<file path="src/rtl/pin_entry.sv">
`default_nettype none
// ============================================================================
// Module   : pin_entry
// Purpose  : Keypad/card front end for the bank-access FSM. Detects card
//            insertion and announces a session with a one-cycle tx pulse,
//            collects a single PIN digit from a strobed keypad, presents it on
//            paswrd for a bounded window, and locks the terminal after
//            repeated unsuccessful commits.
// Ports    : clk          single clock, rising edge
//            rst          synchronous active-high reset
//            card_in_i    card-present level
//            key_strb_i   keypad strobe level (rising edge = one keypress)
//            key_code_i   key value: 0-9 digit, A enter, B clear, else ignored
//            access_i     grant flag from downstream access FSM
//            tx_o         one-cycle session-start pulse
//            paswrd_o     presented code, 4'hF when idle
//            locked_o     high during lockout
//            tries_o      commits made in the current session
// Revision : 1.0 - initial release
// ============================================================================
module pin_entry #(
  parameter int unsigned TIMEOUT     = 1000,
  parameter int unsigned HOLD_CYCLES = 4,
  parameter int unsigned MAX_TRIES   = 3,
  parameter int unsigned LOCK_CYCLES = 50
) (
  input  logic       clk,
  input  logic       rst,
  input  logic       card_in_i,
  input  logic       key_strb_i,
  input  logic [3:0] key_code_i,
  input  logic       access_i,
  output logic       tx_o,
  output logic [3:0] paswrd_o,
  output logic       locked_o,
  output logic [3:0] tries_o
);

  localparam int unsigned TMR_W  = (TIMEOUT > 1)     ? $clog2(TIMEOUT)     : 1;
  localparam int unsigned HOLD_W = (HOLD_CYCLES > 1) ? $clog2(HOLD_CYCLES) : 1;
  localparam int unsigned LOCK_W = (LOCK_CYCLES > 1) ? $clog2(LOCK_CYCLES) : 1;

  localparam logic [TMR_W-1:0]  TMR_LAST  = TMR_W'(TIMEOUT - 1);
  localparam logic [HOLD_W-1:0] HOLD_LAST = HOLD_W'(HOLD_CYCLES - 1);
  localparam logic [LOCK_W-1:0] LOCK_LAST = LOCK_W'(LOCK_CYCLES - 1);
  localparam logic [3:0]        TRIES_MAX = 4'(MAX_TRIES);

  localparam logic [3:0] KEY_ENTER = 4'hA;
  localparam logic [3:0] KEY_CLEAR = 4'hB;
  localparam logic [3:0] CODE_NONE = 4'hF;

  typedef enum logic [2:0] {
    ST_IDLE     = 3'd0,
    ST_ANNOUNCE = 3'd1,
    ST_ENTRY    = 3'd2,
    ST_PRESENT  = 3'd3,
    ST_LOCKED   = 3'd4
  } state_e;

  state_e              state_q, state_d;
  logic                card_q, strb_q;
  logic [3:0]          dig_q, dig_d;
  logic                dig_vld_q, dig_vld_d;
  logic [TMR_W-1:0]    timer_q, timer_d;
  logic [HOLD_W-1:0]   hold_q, hold_d;
  logic [LOCK_W-1:0]   lock_q, lock_d;
  logic                tx_q, tx_d;
  logic [3:0]          paswrd_q, paswrd_d;
  logic                locked_q, locked_d;
  logic [3:0]          tries_q, tries_d;

  logic card_rise;
  logic key_ev;
  logic key_is_digit;

  assign card_rise    = card_in_i & ~card_q;
  assign key_ev       = key_strb_i & ~strb_q;
  assign key_is_digit = (key_code_i <= 4'd9);

  always_ff @(posedge clk) begin
    if (rst) begin
      state_q   <= ST_IDLE;
      card_q    <= 1'b0;
      strb_q    <= 1'b0;
      dig_q     <= 4'd0;
      dig_vld_q <= 1'b0;
      timer_q   <= '0;
      hold_q    <= '0;
      lock_q    <= '0;
      tx_q      <= 1'b0;
      paswrd_q  <= CODE_NONE;
      locked_q  <= 1'b0;
      tries_q   <= 4'd0;
    end else begin
      state_q   <= state_d;
      // Edge history is tracked in every state so a strobe or card level
      // held across a state change never produces a spurious event later.
      card_q    <= card_in_i;
      strb_q    <= key_strb_i;
      dig_q     <= dig_d;
      dig_vld_q <= dig_vld_d;
      timer_q   <= timer_d;
      hold_q    <= hold_d;
      lock_q    <= lock_d;
      tx_q      <= tx_d;
      paswrd_q  <= paswrd_d;
      locked_q  <= locked_d;
      tries_q   <= tries_d;
    end
  end

  always_comb begin
    state_d   = state_q;
    dig_d     = dig_q;
    dig_vld_d = dig_vld_q;
    timer_d   = timer_q;
    hold_d    = hold_q;
    lock_d    = lock_q;
    tx_d      = 1'b0;
    paswrd_d  = paswrd_q;
    locked_d  = locked_q;
    tries_d   = tries_q;

    case (state_q)
      ST_IDLE: begin
        paswrd_d = CODE_NONE;
        locked_d = 1'b0;
        // The try count survives a timeout only while the same card stays in.
        if (!card_in_i) begin
          tries_d = 4'd0;
        end
        if (card_rise) begin
          state_d = ST_ANNOUNCE;
        end
      end

      ST_ANNOUNCE: begin
        // Registered output: the pulse appears the cycle after ANNOUNCE.
        tx_d      = 1'b1;
        dig_vld_d = 1'b0;
        timer_d   = '0;
        state_d   = ST_ENTRY;
      end

      ST_ENTRY: begin
        if (!card_in_i) begin
          state_d = ST_IDLE;
          tries_d = 4'd0;
        end else if (key_ev) begin
          timer_d = '0;
          if (key_is_digit) begin
            dig_d     = key_code_i;
            dig_vld_d = 1'b1;
          end else if (key_code_i == KEY_CLEAR) begin
            dig_vld_d = 1'b0;
          end else if ((key_code_i == KEY_ENTER) && dig_vld_q) begin
            state_d  = ST_PRESENT;
            paswrd_d = dig_q;
            tries_d  = tries_q + 4'd1;
            hold_d   = '0;
          end
        end else if (timer_q == TMR_LAST) begin
          state_d = ST_IDLE;
        end else begin
          timer_d = timer_q + 1'b1;
        end
      end

      ST_PRESENT: begin
        if (!card_in_i || access_i) begin
          state_d  = ST_IDLE;
          paswrd_d = CODE_NONE;
          tries_d  = 4'd0;
        end else if (hold_q == HOLD_LAST) begin
          paswrd_d = CODE_NONE;
          if (tries_q == TRIES_MAX) begin
            state_d  = ST_LOCKED;
            locked_d = 1'b1;
            lock_d   = '0;
          end else begin
            state_d   = ST_ENTRY;
            dig_vld_d = 1'b0;
            timer_d   = '0;
          end
        end else begin
          hold_d = hold_q + 1'b1;
        end
      end

      ST_LOCKED: begin
        paswrd_d = CODE_NONE;
        if (lock_q == LOCK_LAST) begin
          state_d  = ST_IDLE;
          locked_d = 1'b0;
          tries_d  = 4'd0;
        end else begin
          lock_d = lock_q + 1'b1;
        end
      end

      default: begin
        state_d  = ST_IDLE;
        paswrd_d = CODE_NONE;
        locked_d = 1'b0;
      end
    endcase
  end

  assign tx_o     = tx_q;
  assign paswrd_o = paswrd_q;
  assign locked_o = locked_q;
  assign tries_o  = tries_q;

endmodule
`default_nettype wire
</file>
<file path="config.mk">
export PLATFORM = sky130hd
export DESIGN_NAME = pin_entry
export DESIGN_NICKNAME = d
export VERILOG_FILES = /design/src/rtl/pin_entry.sv
export SDC_FILE = /design/constraint.sdc
export NUM_CORES = 1
export LEC_CHECK = 0
export ABC_CLOCK_PERIOD_IN_PS = 1650
export CORE_ASPECT_RATIO = 0.6
export CORE_MARGIN = 10
export CORE_UTILIZATION = 53
export CTS_BUF_LIST = sky130_fd_sc_hd__clkbuf_2 sky130_fd_sc_hd__clkbuf_4 sky130_fd_sc_hd__clkbuf_8
export DETAILED_ROUTE_END_ITERATION = 6
export PLACE_DENSITY = 0.83
export REMOVE_ABC_BUFFERS = 1
export SLEW_MARGIN = 15
export SYNTH_ARGS = -nofsm -noshare
export SYNTH_HDL_FRONTEND = slang
export SYNTH_SLANG_ARGS = --single-unit
</file>
<file path="constraint.sdc">
create_clock -name clk -period 1.65 [get_ports clk]
set_input_delay 0.165 -clock clk [delete_from_list [all_inputs] [get_ports clk]]
set_output_delay 0.165 -clock clk [all_outputs]
set_load 0.005 [all_outputs]
</file>
-- Yosys cells after proc, flatten, opt, wreduce, memory -nomap -nowiden
Cells that the tools add are included.
Widths: inputs -> output; s select.
- flip-flop bits (word level): 38
- bits in latches: 0
- bits in writable memories: 0
- memory bits (read-only): 0
- input bits: 9
- logic and storage cells: 140
- memories kept: 0
- add/subtract/negate cells: 4
- multipliers: 0
- divide/modulo/power cells: 0
- $lt $le $gt $ge: 1
- equal/unequal tests: 36
- shift-type cells: 0
- multiplexer cells: 63
- bitwise operators: 6
- reduce and logical (&&, ||, !) cells: 18
- operator list (operator ; count):
    $mux 10 ; 6
    $mux 4 ; 15
    $mux 3 ; 11
    $ne 2x2->1 const B ; 15
    $pmux 10 s3 ; 1
    $mux 6 ; 4
    $ne 3x3->1 const B ; 7
    $reduce_and 7->1 ; 3
    $ne 4x4->1 const B ; 4
    $pmux 4 s4 ; 1
    $reduce_and 8->1 ; 2
    $pmux 3 s5 ; 1
    $mux 2 ; 7
    $mux 1 ; 12
    $pmux 4 s3 ; 1
    $pmux 6 s2 ; 1
    $add 10x1->10 const B ; 1
    $eq 10x10->1 const B ; 1
    $reduce_and 5->1 ; 2
    $eq 4x4->1 const B ; 2
    $add 6x1->6 const B ; 1
    $eq 3x2->1 const B ; 2
    $eq 6x6->1 const B ; 1
    $pmux 1 s3 ; 2
    other kinds (20) ; 25

-- Depth between registers and ports, before layout
Gate-level depths: netlist of the first run.
- depth after elaboration: 8
- mapped depth: 7
- gate-level depth less buffers: 7

-- Least setup slack after synthesis of the first run
No wires, ideal clock.
- path type: register to register
- start point: register tries_q[0] (netlist: tries_o[0])
- end point: register timer_q[8]
- setup time: 88 ps
- arrival time: 1638 ps
- data required time: 1562 ps
- setup slack: -76 ps
- cell stages (with the launch flop): 8
- path buffers: 1
- period minus slack after synthesis: 1726 ps
- cells stage by stage: dfxtp_1 > ha_1 > nor3b_2 > o21ai_2 > a22oi_2 > buf_6 > o31a_1 > a311oi_2
- word-level cells in the longest chain between the ends: 3
- RTL lines (what ; line ; source):
    start: declaration ; 70 ; logic [3:0] tries_q, tries_d;
    start signal: assignment ; 108 ; tries_q <= tries_d;
    $eq 4x2->1 ; 176 ; if (tries_q == TRIES_MAX) begin
    $ne 2x2->1 (no source line) ; n/a ;
    $reduce_and 6->1 (no source line) ; n/a ;
    end signal: assignment ; 102 ; timer_q <= timer_d;
    end: declaration ; 64 ; logic [TMR_W-1:0] timer_q, timer_d;
Every way passes these cells.
A chain may end at the register's enable or synchronous reset.

-- Worst setup path after layout of the first run
- start point: register timer_q[0]
- end point: register state_q[1]
- word-level cells in the longest chain between the ends: 3
- RTL lines (what ; line ; source):
    $eq 10x10->1 ; 162 ; end else if (timer_q == TMR_LAST) begin
    $ne 4x4->1 (no source line) ; n/a ;
    $reduce_and 7->1 (no source line) ; n/a ;
    end signal: assignment ; 95 ; state_q <= state_d;
    end: declaration ; 60 ; state_e state_q, state_d;
Every way passes these cells.

==> results of run 1 <==
==> placed cells by master (no fill, tap or decap), drive strengths merged, types with 8 or more instances in the layout <==
cell type      instances
dfxtp                 38
clkdlybuf4s50         16
o21ai                 20
buf                   67
a21oi                 17
nand2                 14
nor2                  33
nand3                  8
inv                    8
nor3                   9
==> timing repair <==
item	4_1_cts	5_1_grt
setup endpoints to repair	22	31
gates resized for setup	39	38
buffers inserted	7	5
pin swaps	28	17
==> critical path, stage by stage, from the launching register on <==
cell and delay (ps):
dfxtp_2 370, ha_4 150, and4_4 220, nand4_1 220, a211oi_2 330, o31ai_2 140
mux2_1 340
==> logic make-up (layout without fill, tap and decap cells) <==
group                    after synthesis  after routing
XOR/XNOR                               5              5
adder cells (fa/ha/maj)                5              5
AO/OA/AOI/OAI                         65             65
flip-flops                            38             38
AND/OR/NAND/NOR                      103            103
buffers and inverters                 18            101
multiplexers                           8              8
==> metal layers <==
| metal | vias to the layer above | routed length, um |
|---|---|---|
| met5 | - | 0 |
| met4 | 0 | 331 |
| met3 | 46 | 904 |
| met2 | 196 | 3520 |
| met1 | 1166 | 3200 |
| li1 | 1053 | - |
==> state kept, by name, indices dropped and copies added (netlist names), 2 cells and up <==
register and flops:
state_q 3, tries_o 4, hold_q 2, lock_q 6, paswrd_o 4, timer_q 10, dig_q 4
==> layout make-up <==
type	instances	area share, %
clock buffers	6	2.60
clock inverters	2	0.394
inverters	8	0.946
multi-input cells	186	47.2
flip-flops and latches	38	24.5
well taps	47	1.85
repair buffers	85	22.5
==> per-stage QoR <==
stage	area, um2	power [mW]
after detailed placement	2680	1.88
final	3170	2.92
after floorplan	2020	1.42
after global routing	3170	3.02
after global placement	2680	1.86
after CTS	2960	2.63
==> power groups by stage <==
stage	sequential (mW)	clock (mW)	combinational [mW]
after floorplan	1.05	0	0.376
after global placement	1.04	0	0.820
after detailed placement	1.04	0	0.838
after CTS	1.03	0.694	0.904
after global routing	1.04	0.763	1.21
final	1.04	0.709	1.17
==> worst paths after layout <==
path	startpoint	endpoint	slack, ps	depth (start not counted)
worst min-delay path	card_in_i	card_q	450	3
worst min register to register	dig_q[3]	dig_q[3]	470	2
worst max-delay path	timer_q[0]	state_q[1]	-230	6
worst max register to register	timer_q[0]	state_q[1]	-230	6
==> results.cfg, run 1 <==
[logic_synthesis]
synthTopCellsByCount = dfxtp_1 (38), nor2_1 (33), o21ai_0 (18)
ys_types = 65
ys_seq_elements = 38
synth_top_family_by_area = simple AND/OR/NAND/NOR gates
synth-simple-area-share_pct = 28.9
ys.flop_type = dfxtp_1
synthArstFlopShare_pct = 0
synth.most_common_cell = dfxtp_1
synth_compound_area_share_pct = 21.2
syn-mean-instance-area_um2 = 8.60
yosysTopAreaCell = dfxtp_1
synth_xor_area_share_pct = 2.10
synthAdderAreaFrac_pct = 3.01
synth_edf_count = 0
synth_area_leaders = dfxtp_1 (37%), nor2_1 (6.0%), o21ai_0 (4.3%)
synth_mux_area_share_pct = 3.91
synth_area_um2 = 2080
ys_seq_area_share_pct = 36.6
synth_cells = 242
synth_top_area_share_pct = 36.6
synth-warning-count = 0

[power]
clockPowerShare_pct = 24.3
intPower_mw = 1.84
switching_power_mw = 1.07
leakage_nw = 1.25
power_frac_comb_pct = 40.0
switching_share_pct = 36.8
power.density_nw_per_um2 = 919
ir_worst_vdd_v = 0.000588
p_seq_share_pct = 35.7

[timing]
tns_ps = -2460
min_period_ps = 1880
hold_viol_final = 0
finalCritPeriodShare_pct = 114
fmax_ghz = 0.533
slew_headroom_pct = 73.3
fin_hold_ws_ps = 451
grt_setup_unrepaired = yes
finalSetupViolations = 25
fin_skew_ps = 8.42
worst_pin_slew_ps = 397
maxSlewViolCount = 0
setup_ws_ps = -227

[grt]
use_met3_pct = 6.45
gr-usage-met1_pct = 24.8
overflow = 0
grt.total_usage_pct = 18.9
antenna_found_initial = 0
grt_pass1_vias = 2069
grt_pass1_wl_mm = 10.4
grt_max_degree = 16
top_usage_layer = met2
use_met2_pct = 28.8

[finish]
multi_input_area_um2 = 1500
syn_to_final_growth_pct = 52.5
nets = 338
utilization_pct = 85.2
drive_gt1_share_pct = 44.0
seqCellArea_um2 = 777
n_antenna_cell = 0
instances_no_fill = 372
n_fill_cell = 205

[floorplanning]
ioPinCount = 19
fp.dieArea_um2 = 6910
core_um2 = 3720
die_x_um = 101
core.rowCount = 17
initial_core_util_pct = 55.9
die_h_um = 68.5

[outcome]
outcome = finished with violations
violations = setup timing

[clock_tree]
cts_made_buffers = 5
cts_sinks = 38
cts_root_buf = clkbuf_8
htreeDepth = 2
clkLatencyLatePin_ps = 300
hold_buffers = 0
cts_buffer_depth = 2
clk_pin_slew_worst_paths_ps = 80
cts_tree = built

[detailed_routing]
wl_mm = 7.96
dr.first_iter.drc_count = 321
vias_per_cell = 6.62
dr.pass1.iters = 5
drc_errors = 0
vias = 2461
ant_nets = 0
avgRoutedWirePerCell_um = 21.4

[setup_path]
crit_required_ps = 1840
critical_path_class = reg -> reg
worst_ep_arrival_time_ps = 2070
cp_max_fo = 3
worstSetupEndpointType = register
cp-start-kind = register

[place]
gp_congestion = 0.901
post-dp-hpwl_mm = 4.37
post-place-cells = 353
pre_cts_slack_ps = -350
numPortBuffers = 18

[job]
drv_cap = 0

[hold_path]
hp-class = in -> reg
(Power assumes the default switching activity.)
==> run 2, diff against run 1 <==
--- a/config.mk
+++ b/config.mk
@@ -7,2 +7,3 @@
 export LEC_CHECK = 0
+export ABC_AREA = 1
 export ABC_CLOCK_PERIOD_IN_PS = 1650
@@ -10,6 +11,7 @@
 export CORE_MARGIN = 10
-export CORE_UTILIZATION = 53
+export CORE_UTILIZATION = 55
 export CTS_BUF_LIST = sky130_fd_sc_hd__clkbuf_2 sky130_fd_sc_hd__clkbuf_4 sky130_fd_sc_hd__clkbuf_8
 export DETAILED_ROUTE_END_ITERATION = 6
-export PLACE_DENSITY = 0.83
+export DONT_BUFFER_PORTS = 1
+export PLACE_DENSITY = 0.79
 export REMOVE_ABC_BUFFERS = 1
==> constraint.sdc (replaced) <==
create_clock -name clk -period 1.65 [get_ports clk]
set_input_delay 0.2475 -clock clk [delete_from_list [all_inputs] [get_ports clk]]
set_output_delay 0.2475 -clock clk [all_outputs]
set_load 0.005 [all_outputs]
==> run 2 against run 1 <==
The run now ends clean. Final cell count rose by 9.1%. Sequential power rose by 17%. Sequential cell count did not move. Via count fell by 11%. Clock-buffer cell count did not move. Critical path depth rose by 2. First-iteration DRC count fell by 52%. Global-route usage fell by 3.3 points. Routed wire length fell by 32%. Critical path type unchanged. Largest cell class unchanged. Largest power group unchanged. Highest routed layer unchanged.
==> results.cfg, run 2 <==
[timing]
fmax_ghz = 0.661
hold_viol_final = 0
finalSetupViolations = 0
grt_setup_unrepaired = no
finalCritPeriodShare_pct = 91.6
tns_ps = 0
min_period_ps = 1510
maxSlewViolCount = 0
worst_pin_slew_ps = 494
slew_headroom_pct = 67.0
fin_skew_ps = 6.98

[finish]
n_antenna_cell = 0
n_fill_cell = 351
drive_gt1_share_pct = 14.2
top_register = timer_q
nets = 373
mostFrequentLayoutCell = nand2_1
largest_register_ffs = 10
instances_no_fill = 406
reg_top3 = timer_q (10), lock_q (6)
syn_to_final_growth_pct = 10.1
layout_common_cells = nand2_1 (85), nor2_1 (60), dfxtp_1 (37)
utilization_pct = 65.3

[logic_synthesis]
ys_types = 33
ys_seq_area_share_pct = 33.7
synth_edf_count = 0
ys.flop_type = dfxtp_1
synth.most_common_cell = nand2_1
synth_top_area_share_pct = 33.7
syn-mean-instance-area_um2 = 6.48
synth_cells = 348
ys_seq_elements = 38
synth_area_leaders = dfxtp_1 (34%), nand2_1 (14%), nor2_1 (10%)
synthTopCellsByCount = nand2_1 (85), nor2_1 (60), dfxtp_1 (38)
synthArstFlopShare_pct = 0
yosysTopAreaCell = dfxtp_1
synth-warning-count = 0
synth_area_um2 = 2260

[clock_tree]
cts_buffer_depth = 2
clkLatencyLatePin_ps = 300
htreeDepth = 2
cts_sinks = 38
cts_made_buffers = 5
cts_root_buf = clkbuf_8
cts_tree = built
clk_pin_slew_worst_paths_ps = 80

[floorplanning]
initial_core_util_pct = 59.3
die_h_um = 69.6
core_um2 = 3810
die_x_um = 103
ioPinCount = 19
core.rowCount = 17
fp.dieArea_um2 = 7150

[grt]
grt_pass1_wl_mm = 9.04
overflow = 0
antenna_found_initial = 0
grt.total_usage_pct = 15.6
grt_max_degree = 24
grt_pass1_vias = 1871

[place]
post-dp-hpwl_mm = 4.02
gp_congestion = 0.921
numPortBuffers = 0
post-place-cells = 398

[power]
power_mw = 3.53
ir_worst_vdd_v = 0.000667
power.density_nw_per_um2 = 1420
leakage_nw = 1.07

[setup_path]
worstSetupEndpoint = state_q[1]
r2r-start = state_q[0]
crit_required_ps = 1840
worst_ep_arrival_time_ps = 1700
cp_max_fo = 9
worstSetupEndpointType = register
r2r_end = state_q[1]
cp-start-kind = register
reg2reg_setup_slack_ps = 140
critical_path_class = reg -> reg
crit_start = state_q[0]
reg2reg_depth = 8

[detailed_routing]
vias_per_cell = 5.37
dr.pass1.iters = 5
top_layer = met4
wl_mm = 5.41
avgRoutedWirePerCell_um = 13.3
vias = 2182
wl_met2_mm = 2.10
ant_nets = 0
drc_errors = 0
dr_wl_met3_um = 632
wl_met1_mm = 2.62
dr.first_iter.drc_count = 154

[hold_path]
hp-class = in -> reg

[job]
drv_cap = 0

[outcome]
outcome = finished, final reports clean
[run 2: cell types whose count changed in the layout (fill, tap and decap cells not counted), sizes merged, moves of 4 or more]
cell	previous run	this run
nand3	8	38
nand2	14	90
buf	67	9
inv	8	40
nor2b	4	0
nor2	33	69
and3	4	0
and2	5	0
a21oi	17	24
mux2i	7	0
nor3	9	3
a31oi	7	0
clkdlybuf4s50	16	0
[run 2: layout make-up]
cell class	count	area (um2)	share of cell area (%)
clock inverters	1	30.0	1.21
repair buffers	9	67.6	2.72
well taps	47	58.8	2.37
multi-input cells	264	1320	53.3
clock buffers	6	82.6	3.32
flip-flops and latches	38	762	30.7
inverters	41	160	6.45
[run 2: worst min path at each step]
| stage | to | cells past startpoint | slack [ps] | startpoint |
|---|---|---|---|---|
| global route | dig_vld_q | 1 | 6 | rst |
| detailed placement | timer_q[2] | 1 | 320 | rst |
| finish | timer_q[2] | 1 | 10 | rst |
| CTS | timer_q[2] | 1 | 6 | rst |
| floorplan | timer_q[2] | 1 | 310 | rst |
| global placement | timer_q[2] | 1 | 320 | rst |
[run 2: routing by layer]
layer  up-vias  track usage (%)
li1       1135                -
met4         0             5.09
met3         5             4.86
met5         -                0
met2        85             20.1
met1       957             23.1
[run 2: cell families (layout without fill, tap and decap cells)]
kind of cell / Yosys count / in the layout / share of synthesized area [%]
flip-flops: 38 / 38 / 33.7
AO/OA/AOI/OAI: 46 / 46 / 11.1
AND/OR/NAND/NOR: 208 / 208 / 42.5
buffers and inverters: 46 / 57 / 7.99
XOR/XNOR: 5 / 5 / 1.94
adder cells (fa/ha/maj): 5 / 5 / 2.77
[run 2: timing repair]
| item | in CTS | in global routing |
|---|---|---|
| hold buffers | 0 | 0 |
| setup buffers | 0 | 1 |
| gates resized for setup | 0 | 4 |
| endpoints found under the setup margin | 0 | 18 |
[run 2: where the power goes]
part	switching [mW]	internal, mW	total (mW)
Combinational	0.955	0.525	1.48
Clock	0.346	0.484	0.830
Sequential	0.158	1.07	1.22
[run 2: per-stage QoR]
step | hold WS, ps | area [um2] | setup WS (ps)
final | 12.6 | 2480 | 138
after global routing | 6.06 | 2480 | 2.23
after CTS | 6.34 | 2460 | 99.2
after detailed placement | 318 | 2350 | 94.4
after global placement | 316 | 2350 | 148
after floorplan | 310 | 2230 | 228
[run 2: worst max-delay path, cell delays in order (launching register included)]
cell and delay, ps:
dfxtp_1 380, inv_2 150, nand3_4 150, nor2_4 180, nand2_2 150, nor2_1 180, nor2_1 80, nor2_1 90
nor2_1 50
==> run 3, diff against run 2 <==
CTS_CLUSTER_SIZE = 10   (was unset)
==> results of run 3 <==
The final DEF is identical to that of run 2; final timing and power are the same.
